**config.mk**
```make
export PLATFORM = sky130hd
export DESIGN_NAME = button_debouncer
export DESIGN_NICKNAME = d
export VERILOG_FILES = /design/src/rtl/button_debouncer.sv
export SDC_FILE = /design/constraint.sdc
export NUM_CORES = 1
export LEC_CHECK = 0
export ABC_CLOCK_PERIOD_IN_PS = 2000
export CAP_MARGIN = 0
export CORE_ASPECT_RATIO = 1.2
export CORE_MARGIN = 4
export CORE_UTILIZATION = 52
export CTS_CLUSTER_SIZE = 24
export DETAILED_ROUTE_END_ITERATION = 8
export GPL_TIMING_DRIVEN = 0
export PLACE_DENSITY = 0.79
export SETUP_SLACK_MARGIN = 0.4
export SYNTH_ARGS = -nofsm -noshare
export SYNTH_HDL_FRONTEND = slang
export SYNTH_SLANG_ARGS = --single-unit
```
**constraint.sdc**
```tcl
create_clock -name clk -period 2 [get_ports clk]
set_input_delay 0.3 -clock clk [delete_from_list [all_inputs] [get_ports clk]]
set_output_delay 0.3 -clock clk [all_outputs]
set_load 0.01 [all_outputs]
```
**src/rtl/button_debouncer.sv**
```systemverilog
// -----------------------------------------------------------------------------
// button_debouncer
//   Synchronizes a raw push-button pin and debounces it with a four-state FSM.
//   It produces a polarity-independent debounced level and one-cycle press and
//   release pulses. It also produces a one-cycle long-press pulse, at most once
//   per accepted press.
//
// Parameters
//   STABLE_CYCLES  consecutive synchronized samples needed to accept a change
//   LONG_CYCLES    held cycles in PRESSED before long_press fires
//   SYNC_STAGES    depth of the input synchronizer
//   BTN_ACTIVE_LOW 1: btn_in=0 means pressed
//
// Ports
//   clk          system clock (single domain)
//   rst          synchronous, active-high reset
//   btn_in       raw asynchronous button pin
//   btn_level    debounced level, 1 = pressed (registered)
//   btn_press    one-cycle pulse on the first cycle btn_level reads 1
//   btn_release  one-cycle pulse on the first cycle btn_level reads 0
//   long_press   one-cycle pulse once per press held LONG_CYCLES
// -----------------------------------------------------------------------------
module button_debouncer #(
    parameter int STABLE_CYCLES  = 1_000,
    parameter int LONG_CYCLES    = 500_000,
    parameter int SYNC_STAGES    = 2,
    parameter int BTN_ACTIVE_LOW = 1
) (
    input  logic clk,
    input  logic rst,
    input  logic btn_in,
    output logic btn_level,
    output logic btn_press,
    output logic btn_release,
    output logic long_press
);

    localparam int CNT_MAX = (LONG_CYCLES > STABLE_CYCLES) ? LONG_CYCLES : STABLE_CYCLES;
    localparam int CNT_W   = $clog2(CNT_MAX) + 1;

    localparam logic [CNT_W-1:0] CNT_ZERO    = {CNT_W{1'b0}};
    localparam logic [CNT_W-1:0] CNT_ONE     = CNT_W'(1);
    localparam logic [CNT_W-1:0] STABLE_LAST = CNT_W'(STABLE_CYCLES - 1);
    localparam logic [CNT_W-1:0] LONG_MAX    = CNT_W'(LONG_CYCLES);

    // Pin level that means "not pressed"; also the synchronizer reset value.
    localparam logic INACTIVE = (BTN_ACTIVE_LOW != 0) ? 1'b1 : 1'b0;

    generate
        if ((STABLE_CYCLES < 2) || (SYNC_STAGES < 2) || (LONG_CYCLES <= STABLE_CYCLES)) begin : g_param_check
            $error("button_debouncer: need STABLE_CYCLES>=2, SYNC_STAGES>=2, LONG_CYCLES>STABLE_CYCLES");
        end
    endgenerate

    typedef enum logic [1:0] {
        IDLE         = 2'd0,
        PRESS_WAIT   = 2'd1,
        PRESSED      = 2'd2,
        RELEASE_WAIT = 2'd3
    } state_t;

    state_t                 state_r;
    logic [CNT_W-1:0]       cnt_r;
    logic                   long_fired_r;
    logic [SYNC_STAGES-1:0] sync_r;
    logic                   act_s;
    logic                   level_s;

    // Synchronizer chain: the only logic that ever sees btn_in.
    always_ff @(posedge clk) begin
        if (rst) begin
            sync_r <= {SYNC_STAGES{INACTIVE}};
        end else begin
            sync_r <= {sync_r[SYNC_STAGES-2:0], btn_in};
        end
    end

    // Polarity normalization of the synchronized pin: act=1 means pressed.
    always_comb begin
        act_s = sync_r[SYNC_STAGES-1] ^ INACTIVE;
    end

    // Debounced level implied by the current state.
    always_comb begin
        level_s = (state_r == PRESSED) || (state_r == RELEASE_WAIT);
    end

    // Debounce FSM with registered outputs. The outputs follow the state one
    // clock later, so a level change lands SYNC_STAGES+STABLE_CYCLES edges
    // after the edge that first samples the new pin value.
    always_ff @(posedge clk) begin
        if (rst) begin
            state_r      <= IDLE;
            cnt_r        <= CNT_ZERO;
            long_fired_r <= 1'b0;
            btn_level    <= 1'b0;
            btn_press    <= 1'b0;
            btn_release  <= 1'b0;
            long_press   <= 1'b0;
        end else begin
            btn_level   <= level_s;
            btn_press   <= level_s & ~btn_level;
            btn_release <= ~level_s & btn_level;

            // The counter saturates at LONG_MAX, so the fired flag alone keeps
            // the pulse to one per press, including across release glitches.
            if ((state_r == PRESSED) && (cnt_r == LONG_MAX) && !long_fired_r) begin
                long_press   <= 1'b1;
                long_fired_r <= 1'b1;
            end else if (state_r == IDLE) begin
                long_press   <= 1'b0;
                long_fired_r <= 1'b0;
            end else begin
                long_press   <= 1'b0;
                long_fired_r <= long_fired_r;
            end

            case (state_r)
                IDLE: begin
                    if (act_s) begin
                        state_r <= PRESS_WAIT;
                        cnt_r   <= CNT_ONE;
                    end else begin
                        cnt_r   <= CNT_ZERO;
                    end
                end
                PRESS_WAIT: begin
                    if (!act_s) begin
                        state_r <= IDLE;
                        cnt_r   <= CNT_ZERO;
                    end else if (cnt_r == STABLE_LAST) begin
                        state_r <= PRESSED;
                        cnt_r   <= CNT_ZERO;
                    end else begin
                        cnt_r   <= cnt_r + CNT_ONE;
                    end
                end
                PRESSED: begin
                    if (!act_s) begin
                        state_r <= RELEASE_WAIT;
                        cnt_r   <= CNT_ONE;
                    end else if (cnt_r != LONG_MAX) begin
                        cnt_r   <= cnt_r + CNT_ONE;
                    end else begin
                        cnt_r   <= cnt_r;
                    end
                end
                RELEASE_WAIT: begin
                    if (act_s) begin
                        // Release glitch: back to pressed, held count restarts.
                        state_r <= PRESSED;
                        cnt_r   <= CNT_ZERO;
                    end else if (cnt_r == STABLE_LAST) begin
                        state_r <= IDLE;
                        cnt_r   <= CNT_ZERO;
                    end else begin
                        cnt_r   <= cnt_r + CNT_ONE;
                    end
                end
                default: begin
                    state_r <= IDLE;
                    cnt_r   <= CNT_ZERO;
                end
            endcase
        end
    end

endmodule

```
==> results of run 1 <==
Yosys cell counts (3+ instances only):
cell and count:
sky130_fd_sc_hd__nor2_1 13, sky130_fd_sc_hd__xnor2_1 6, sky130_fd_sc_hd__nand4_1 6, sky130_fd_sc_hd__xor2_1 6, sky130_fd_sc_hd__inv_1 5, sky130_fd_sc_hd__or2_2 3, sky130_fd_sc_hd__nand3_1 8, sky130_fd_sc_hd__nor2b_1 4
sky130_fd_sc_hd__dfxtp_1 29, sky130_fd_sc_hd__o31ai_1 3, sky130_fd_sc_hd__nor4_1 4, sky130_fd_sc_hd__clkbuf_1 4, sky130_fd_sc_hd__or3_1 7, sky130_fd_sc_hd__nand2_1 8, sky130_fd_sc_hd__nor3_1 4, sky130_fd_sc_hd__o21ai_0 7
sky130_fd_sc_hd__a21oi_1 10
power breakdown:
| group | internal (mW) | leakage, nW | switching (mW) |
|---|---|---|---|
| clock network | 0.134 | 0.0320 | 0.216 |
| registers | 0.563 | 0.247 | 0.00294 |
| logic | 0.0110 | 0.408 | 0.0128 |
sequential cells by signal, indices dropped and copies added, names as in the netlist, named ones only:
signal,count
state_r,1
btn_press,1
long_press,1
btn_level,1
long_fired_r,1
btn_release,1
sync_r,2
cnt_r,20
routing by layer:
layer  GRT usage, %  vias to the layer above  routed length, um  share of wire, %
li1               -                      651                  -                 -
met1           26.4                      714               1620                37
met2           39.2                       83               2230                50
met3           6.76                       32                295               6.7
met4           13.4                        0                283               6.4
met5              0                        -                  0                 0
critical path, delay by kind of cell, from the launching register on:
kind | cells | cell delay, ps
and+or+nand+nor | 3 | 930
AOI/OAI and AO/OA | 1 | 140
buffers and inverters | 1 | 190
DFF | 1 | 430
per-stage QoR:
step,area [um^2],hold WS (ps)
6_report,2040,386
5_1_grt,2040,392
4_1_cts,1770,342
3_5_place_dp,1500,403
3_3_place_gp,1500,403
2_1_floorplan,1410,389
area by class of cell:
class	instances	area, um^2
Buffer	5	48.8
Clock buffer	6	41.3
Clock inverter	2	10.0
Fill cell	137	492
Inverter	5	21.3
Multi-Input combinational cell	116	936
Sequential cell	29	636
Tap cell	33	41.3
Timing Repair Buffer	36	302
worst max-delay path by stage:
stage / from / endpoint / slack [ps]
finish: cnt_r[8] / flip-flop / 260
global route: cnt_r[9] / cnt_r[1] / 170
CTS: cnt_r[19] / cnt_r[1] / 360
detailed placement: cnt_r[10] / cnt_r[11] / 120
global placement: cnt_r[10] / cnt_r[6] / 200
floorplan: cnt_r[14] / flip-flop / 360
cells by family (layout without fill, tap and decap cells):
group | after synthesis | in the layout | synth area share, %
mux | 1 | 1 | 0.729
buf+inv | 10 | 54 | 3.01
compound gates | 25 | 25 | 11.3
fa+ha+maj | 2 | 2 | 1.82
xor+xnor | 12 | 12 | 7.66
flops | 29 | 29 | 42.3
simple gates | 76 | 76 | 33.2
repair_timing:
item                       CTS  global route
hold endpoints to repair     0             0
cloned                       0             1
resized for setup           33            45
setup endpoints to repair   23            23
pin swaps                   11            14
setup buffers               17            13
==> impl_metrics.toml, run 1 <==
[run_status]
status = "finished clean"

[cells_and_area]
final_core_util_pct = 80.5
finalNetCount = 203
drive_gt1_share_pct = 48.7
layout.cells.most_common_list = "sky130_fd_sc_hd__buf_4 (27), sky130_fd_sc_hd__dfxtp_4 (13), sky130_fd_sc_hd__dfxtp_1 (11), sky130_fd_sc_hd__nand3_1 (8), sky130_fd_sc_hd__a21oi_2 (8)"
finalNonFillerCells = 232
insertedDiodeCount = 0
mostFrequentLayoutCell = "sky130_fd_sc_hd__buf_4"
flow.area_growth_from_synthesis_pct = 48.3

[clocking]
cts.path.max_buffers = 2
cts_buffers = 5
tritoncts = "built"
clock_sink_count = 29
cts-htree-levels = 2
insertion_delay_to_the_later_sink_of_the_worst_skew_pair_ps = 340
clock_tree.root_cell = "sky130_fd_sc_hd__clkbuf_4"
cts.reportedPaths.clkPinSlew_ps = 100
post_cts_hold_buffer_count = 0

[floorplanning]
floorplan.initialDensity_pct = 54.3
chipHeight_um = 64.3
num_io_pins = 7
floorplan.die.width_um = 54.9
die_area_um2 = 3530
num_rows = 20
design.core.area_um2 = 2530

[drt]
detail-route-antenna-nets = 0
via_count = 1480
drt-total-wl_um = 4430
drt_pre_antenna_iters = 4
drt_first_iter_violations = 96
drc_errors = 0
wire_per_inst_um = 19.1
post_drt_via_cell_ratio = 6.38

[critical_path]
max_stage_delay_ps = 500
critical_path.max_fanout = 5
critPathRequiredTime_ps = 2270
reg2regPathDepth = 5
worst_path_cell_chain = "and4_2 > nand2_1 > buf_4 > or4_1 > a21oi_1"
r2r_start = "cnt_r[8]"
setup.reg_to_reg.worst_slack_ps = 260
critPathKind = "flip-flop to flip-flop"
critical_path.startpoint_type = "flip-flop"
crit_path_top_delay_cell = "sky130_fd_sc_hd__or4_1"
cp.arrival_ps = 2010
cp-end-kind = "flip-flop"

[placed_design]
buffer_ports.inserted = 5
dp_cells = 193
hpwl_um = 2080
placement.setup.worst_slack_ps = 121
gp_congestion = 0.874

[timing]
timing.slew.headroom_pct = 67.2
final_setup_skew_ps = 10.5
min_period_over_period_pct = 87.0
fin_worst_setup_slack_ps = 259
worst_pin_slew_ps = 486
maxSlewViolCount = 0
min_period_ps = 1740
clock.fmax_mhz = 574
finalSetupTns_ps = 0
final_hold_viol_count = 0
setup_viols_final = 0
grt_setup_unrepaired = "true"

[synthesis]
post-synth-top-area-cell = "sky130_fd_sc_hd__dfxtp_1"
cells_taking_the_most_area_after_synthesis = "sky130_fd_sc_hd__dfxtp_1 (42%), sky130_fd_sc_hd__xnor2_1 (3.8%), sky130_fd_sc_hd__xor2_1 (3.8%), sky130_fd_sc_hd__a21oi_1 (3.6%), sky130_fd_sc_hd__nor2_1 (3.6%)"
synth_largest_type_area_fraction_pct = 42.3
ys_types = 38
number_of_enable_flip_flop_cells_after_synthesis = 0
postSynthAreaPerCell_um2 = 8.86
ys_dominant_reg_cell = "sky130_fd_sc_hd__dfxtp_1"
synth-seq-cells = 29
mappedNetlistArea_um2 = 1370
syn_nets = 160
synth.yosys.seq_area_share_pct = 42.3
synth_cells = 155
synth-async-reset-ratio_pct = 0
synth.yosys.warnings = 0

[pwr]
power_per_cell_area_nw_per_um2 = 461
leakagePower_nw = 0.687
total_power_mw = 0.939
max-vdd-ir-drop_uv = 445

[global_route]
grt_pass1_vias = 1308
grt_antenna_before_repair = 0
grt_usage_pct = 23.9
grt_start_max_net_pins = 11
grt_pass1_wl_um = 6070
globalRouteOverflowTotal = 0

[min_path]
worstHoldPathType = "input pin to flip-flop"
min-delay-start = "rst"
whs_path_depth = 2

[flow_run]
maxCapViolations = 0
No activity file was read; power rests on OpenSTA's default activity.
==> run 2, diff against run 1 <==
CORE_UTILIZATION = 30   (was 52)
PLACE_DENSITY = 0.54   (was 0.79)
==> run 2 against run 1 <==
Compared with the run above: combinational power fell by 7%; highest routed layer unchanged; fmax rose by 4.5%; via count fell by 14%; non-clock buffer count fell by 8; largest cell class unchanged; register-to-register slack improved by 80 ps; die area rose by 62%; final cell count rose by 6.0%; sequential power barely moved.
==> impl_metrics.toml, run 2 (synthesized netlist as in run 1, its figures left out) <==
[drt]
drc_errors = 0
wire_per_inst_um = 14.5
post_drt_via_cell_ratio = 5.17
drt_first_iter_violations = 58
drt_pre_antenna_iters = 4
detail-route-antenna-nets = 0
drt-total-wl_um = 3560
via_count = 1273

[pwr]
total_power_mw = 1.07
power_per_cell_area_nw_per_um2 = 529
leakagePower_nw = 0.669
max-vdd-ir-drop_uv = 372

[cells_and_area]
registers.top_by_ff_count = "cnt_r"
insertedDiodeCount = 0
mostFrequentLayoutCell = "sky130_fd_sc_hd__buf_4"
drive_gt1_share_pct = 44.7
fillCellCount = 422
finalNetCount = 195
flip_flop_count_of_the_largest_register_all_copies_and_words_added = 20
layout.cells.most_common_list = "sky130_fd_sc_hd__buf_4 (19), sky130_fd_sc_hd__dfxtp_4 (12), sky130_fd_sc_hd__dfxtp_1 (11)"
flow.area_growth_from_synthesis_pct = 46.9
largest_registers = "cnt_r (20), sync_r (2)"

[timing]
maxSlewViolCount = 0
timing.slew.headroom_pct = 69.1
finalSetupTns_ps = 0
grt_setup_unrepaired = "true"
worst_pin_slew_ps = 464
hold_ws_ps = 405
min_period_over_period_pct = 83.3
final_setup_skew_ps = 7.77
clock.fmax_mhz = 601
final_hold_viol_count = 0
min_period_ps = 1670
setup_viols_final = 0
fin_worst_setup_slack_ps = 335

[global_route]
grt_pass1_wl_um = 5820
grt_antenna_before_repair = 0
grt_usage_pct = 13.0
globalRouteOverflowTotal = 0
grt_pass1_vias = 1285
grt_start_max_net_pins = 11

[floorplanning]
floorplan.initialDensity_pct = 31.7
num_rows = 26
die_area_um2 = 5730
design.core.area_um2 = 4330
floorplan.die.width_um = 69.7
num_io_pins = 7
chipHeight_um = 82.1

[clocking]
cts.reportedPaths.clkPinSlew_ps = 60
tritoncts = "built"
clock_sink_count = 29
cts-htree-levels = 2
post_cts_hold_buffer_count = 0
cts.path.max_buffers = 2
clock_tree.root_cell = "sky130_fd_sc_hd__clkbuf_8"
cts_buffers = 5
insertion_delay_to_the_later_sink_of_the_worst_skew_pair_ps = 280

[placed_design]
buffer_ports.inserted = 5
placement.setup.worst_slack_ps = 92.4
gp_congestion = 0.750
hpwl_um = 2090

[min_path]
hold-path-endpoint = "sync_r[1]"
min-delay-start = "sync_r[0]"
whs_path_depth = 1
worstHoldPathType = "flip-flop to flip-flop"

[critical_path]
worstPathBufferInverterCount = 0
critical-path-top-delay-family = "simple AND/OR/NAND/NOR gates"
setup.reg_to_reg.worst_slack_ps = 330
reg2regPathDepth = 5
critPathKind = "flip-flop to flip-flop"
cp.arrival_ps = 1880
critical_path.startpoint_type = "flip-flop"
critPathRequiredTime_ps = 2220
r2r_start = "cnt_r[0]"
worst_path_cell_chain = "ha_4 > nand2_4 > or4_4 > or3_4 > a21oi_2"
critical_path.max_fanout = 5
max_stage_delay_ps = 560
critical_path.startpoint = "cnt_r[0]"
crit_path_top_delay_cell = "sky130_fd_sc_hd__or4_4"
cp-end-kind = "flip-flop"
reg2reg_to = "cnt_r[16]"

[flow_run]
maxCapViolations = 0

[run_status]
status = "finished clean"
## run 2: cell types whose count changed in the layout (fill, tap and decap cells not counted), sizes merged
cell and delta:
clkinv -2, buf -8, clkbuf +1
## run 2: final cells by class
class	count	area, um^2	share of cell area, %
multi-input combinational	116	932	46.2
clock buffer	7	86.3	4.28
tap	56	70.1	3.47
timing repair buffer	28	238	11.8
buffer	5	38.8	1.92
sequential	29	633	31.4
inverter	5	18.8	0.931
## run 2: metal layers
metal	vias to the layer above	share of wire (%)	track usage, %
li1	630	-	-
met1	614	41	13.2
met2	20	54	25.0
met3	9	3.4	3.75
met4	0	2.0	5.56
met5	-	0	0
## run 2: worst register-to-register path: stages, from the launching register on
cell,delay [ps]
sky130_fd_sc_hd__dfxtp_4,370
sky130_fd_sc_hd__ha_4,160
sky130_fd_sc_hd__nand2_4,70
sky130_fd_sc_hd__or4_4,560
sky130_fd_sc_hd__or3_4,340
sky130_fd_sc_hd__a21oi_2,110
## run 2: timing repair
item / 4_1_cts / 5_1_grt
gates cloned: 0 / 1
hold endpoints to repair: 0 / 0
pin swaps: 10 / 21
gates resized for setup: 36 / 33
buffers inserted: 19 / 3
setup endpoints to repair: 22 / 22
## run 2: worst max path at each step
stage                end  cells after the start  slack, ps
6_report       cnt_r[16]                      5        330
5_1_grt        flip-flop                      5        270
4_1_cts        flip-flop                      5        380
3_5_place_dp    cnt_r[9]                      5         90
3_3_place_gp    cnt_r[6]                      5        120
2_1_floorplan  flip-flop                      5        360
## run 2: through the flow
step,std cells,util [%],instance area [um^2]
2_1_floorplan,155,-,1410
3_3_place_gp,216,35.3,1530
3_5_place_dp,216,35.3,1530
4_1_cts,242,43.1,1860
5_1_grt,246,46.6,2020
6_report,246,46.6,2020
## run 2: report_power, final
group / switching (mW) / internal [mW]
Combinational: 0.0120 / 0.0104
Sequential: 0.00228 / 0.565
Clock: 0.206 / 0.272
Total: 0.220 / 0.847
==> run 3, diff against run 2 <==
ABC_CLOCK_PERIOD_IN_PS = 1700   (was 2000)
clock period = 1.7 ns   (was 2 ns; I/O delays follow)
==> run 3 against run 2 <==
Compared with the run above: register-to-register slack got worse by 270 ps; sequential share of layout area is 1.1 points lower; via count is 2.9% higher; clock power up 13%; power up 16%; largest power group unchanged.
==> impl_metrics.toml, run 3 (synthesized netlist as in run 1, its figures left out) <==
[cells_and_area]
finalNonFillerCells = 256
insertedDiodeCount = 0
final_design_area_no_fill_um2 = 2120
drive_gt1_share_pct = 48.5
finalNetCount = 204
mostFrequentLayoutCell = "sky130_fd_sc_hd__buf_4"
flip_flop_count_of_the_largest_register_all_copies_and_words_added = 20
largest_registers = "cnt_r (20), sync_r (2)"
registers.top_by_ff_count = "cnt_r"
fillCellCount = 404
flow.area_growth_from_synthesis_pct = 54.2
layout.cells.most_common_list = "sky130_fd_sc_hd__buf_4 (25), sky130_fd_sc_hd__dfxtp_4 (15), sky130_fd_sc_hd__nor2_1 (13), sky130_fd_sc_hd__dfxtp_1 (11), sky130_fd_sc_hd__buf_6 (8)"
final_core_util_pct = 48.9

[timing]
fin_worst_setup_slack_ps = 67.3
setup_viols_final = 0
maxSlewViolCount = 0
finalSetupTns_ps = 0
worst_pin_slew_ps = 511
min_period_over_period_pct = 96.0
clock.fmax_mhz = 612
timing.slew.headroom_pct = 65.9
final_setup_skew_ps = 8.26
hold_ws_ps = 399
grt_setup_unrepaired = "true"
min_period_ps = 1630
final_hold_viol_count = 0

[clocking]
cts.path.max_buffers = 2
cts-htree-levels = 2
clock_tree.root_cell = "sky130_fd_sc_hd__clkbuf_8"
cts.reportedPaths.clkPinSlew_ps = 70
insertion_delay_to_the_later_sink_of_the_worst_skew_pair_ps = 280
clock_sink_count = 29
post_cts_hold_buffer_count = 0
tritoncts = "built"
cts_buffers = 5

[critical_path]
critical_path.max_fanout = 5
reg2reg_to = "cnt_r[16]"
max_stage_delay_ps = 580
critical_path.startpoint_type = "flip-flop"
r2r_start = "cnt_r[8]"
cp-end-kind = "flip-flop"
setup.reg_to_reg.worst_slack_ps = 70
worst_path_cell_chain = "nand4_4 > or4_4 > or3_1 > a21oi_1"
critPathRequiredTime_ps = 1920
critPathKind = "flip-flop to flip-flop"
worstSetupPathDepth = 4
cp.arrival_ps = 1850
crit_path_top_delay_cell = "sky130_fd_sc_hd__or4_4"
critical_path.startpoint = "cnt_r[8]"
critPathCapture = "cnt_r[16]"
worstPathBufferInverterCount = 0
critical-path-top-delay-family = "simple AND/OR/NAND/NOR gates"
reg2regPathDepth = 4

[pwr]
power_per_cell_area_nw_per_um2 = 584
leakagePower_nw = 0.744
power.net_switching_mw = 0.279
combinationalPowerShare_pct = 2.4
max-vdd-ir-drop_uv = 271
sw_frac_of_total_pct = 22.6
cellInternalPower_mw = 0.956
power.share.sequential_pct = 53.7
clock_power_share_pct = 43.9
total_power_mw = 1.24

[global_route]
grt_start_max_net_pins = 11
grt_pass1_vias = 1439
grt_pass1_wl_um = 6640
globalRouteOverflowTotal = 0
grt_usage_pct = 14.6
grt_antenna_before_repair = 0

[floorplanning]
num_io_pins = 7
design.core.area_um2 = 4330
floorplan.initialDensity_pct = 31.7
chipHeight_um = 82.1
die_area_um2 = 5730
num_rows = 26
floorplan.die.width_um = 69.7

[drt]
drc_errors = 0
via_count = 1310
drt_first_iter_violations = 16
detail-route-antenna-nets = 0
post_drt_via_cell_ratio = 5.12
drt-total-wl_um = 3770
wire_per_inst_um = 14.7
drt_pre_antenna_iters = 4

[placed_design]
buffer_ports.inserted = 5
hpwl_um = 2160
dp_cells = 216
placement.setup.worst_slack_ps = -84.4
gp_congestion = 0.729
placed_cell_area_um2 = 1600

[flow_run]
maxCapViolations = 0

[min_path]
worstHoldPathType = "input pin to flip-flop"

[run_status]
status = "finished clean"
run 3: layout make-up:
cell class	instances	area [um^2]	share of cell area (%)
multi-input combinational	116	948	44.8
sequential	29	641	30.3
inverter	5	23.8	1.12
buffer	5	40.0	1.89
clock inverter	2	10.0	0.473
clock buffer	6	72.6	3.43
timing repair buffer	37	312	14.7
tap	56	70.1	3.31
run 3: power by group through the flow:
stage | Clock, mW | Combinational [mW] | Sequential (mW)
5_1_grt | 0.597 | 0.0319 | 0.663
3_5_place_dp | 0 | 0.0215 | 0.693
6_report | 0.542 | 0.0295 | 0.663
2_1_floorplan | 0 | 0.0159 | 0.691
3_3_place_gp | 0 | 0.0208 | 0.692
4_1_cts | 0.563 | 0.0277 | 0.669
run 3: routing by layer:
| metal | wire length, um | GRT usage, % |
|---|---|---|
| met2 | 2110 | 28.1 |
| met5 | 0 | 0 |
| met4 | 11 | 4.02 |
| met1 | 1530 | 15.7 |
| met3 | 126 | 4.12 |
run 3: worst min path at each step:
stage,startpoint,to,slack (ps),depth (start not counted)
finish,rst,long_fired_r,400,2
global route,rst,long_fired_r,420,2
CTS,rst,long_fired_r,380,2
detailed placement,sync_r[0],sync_r[1],400,1
global placement,sync_r[0],sync_r[1],400,1
floorplan,btn_in,sync_r[0],360,1
run 3: what timing repair did:
item	4_1_cts	5_1_grt
gates resized for setup	39	20
setup endpoints to repair	28	24
pin swaps	16	7
buffers inserted	25	6
gates cloned	1	0
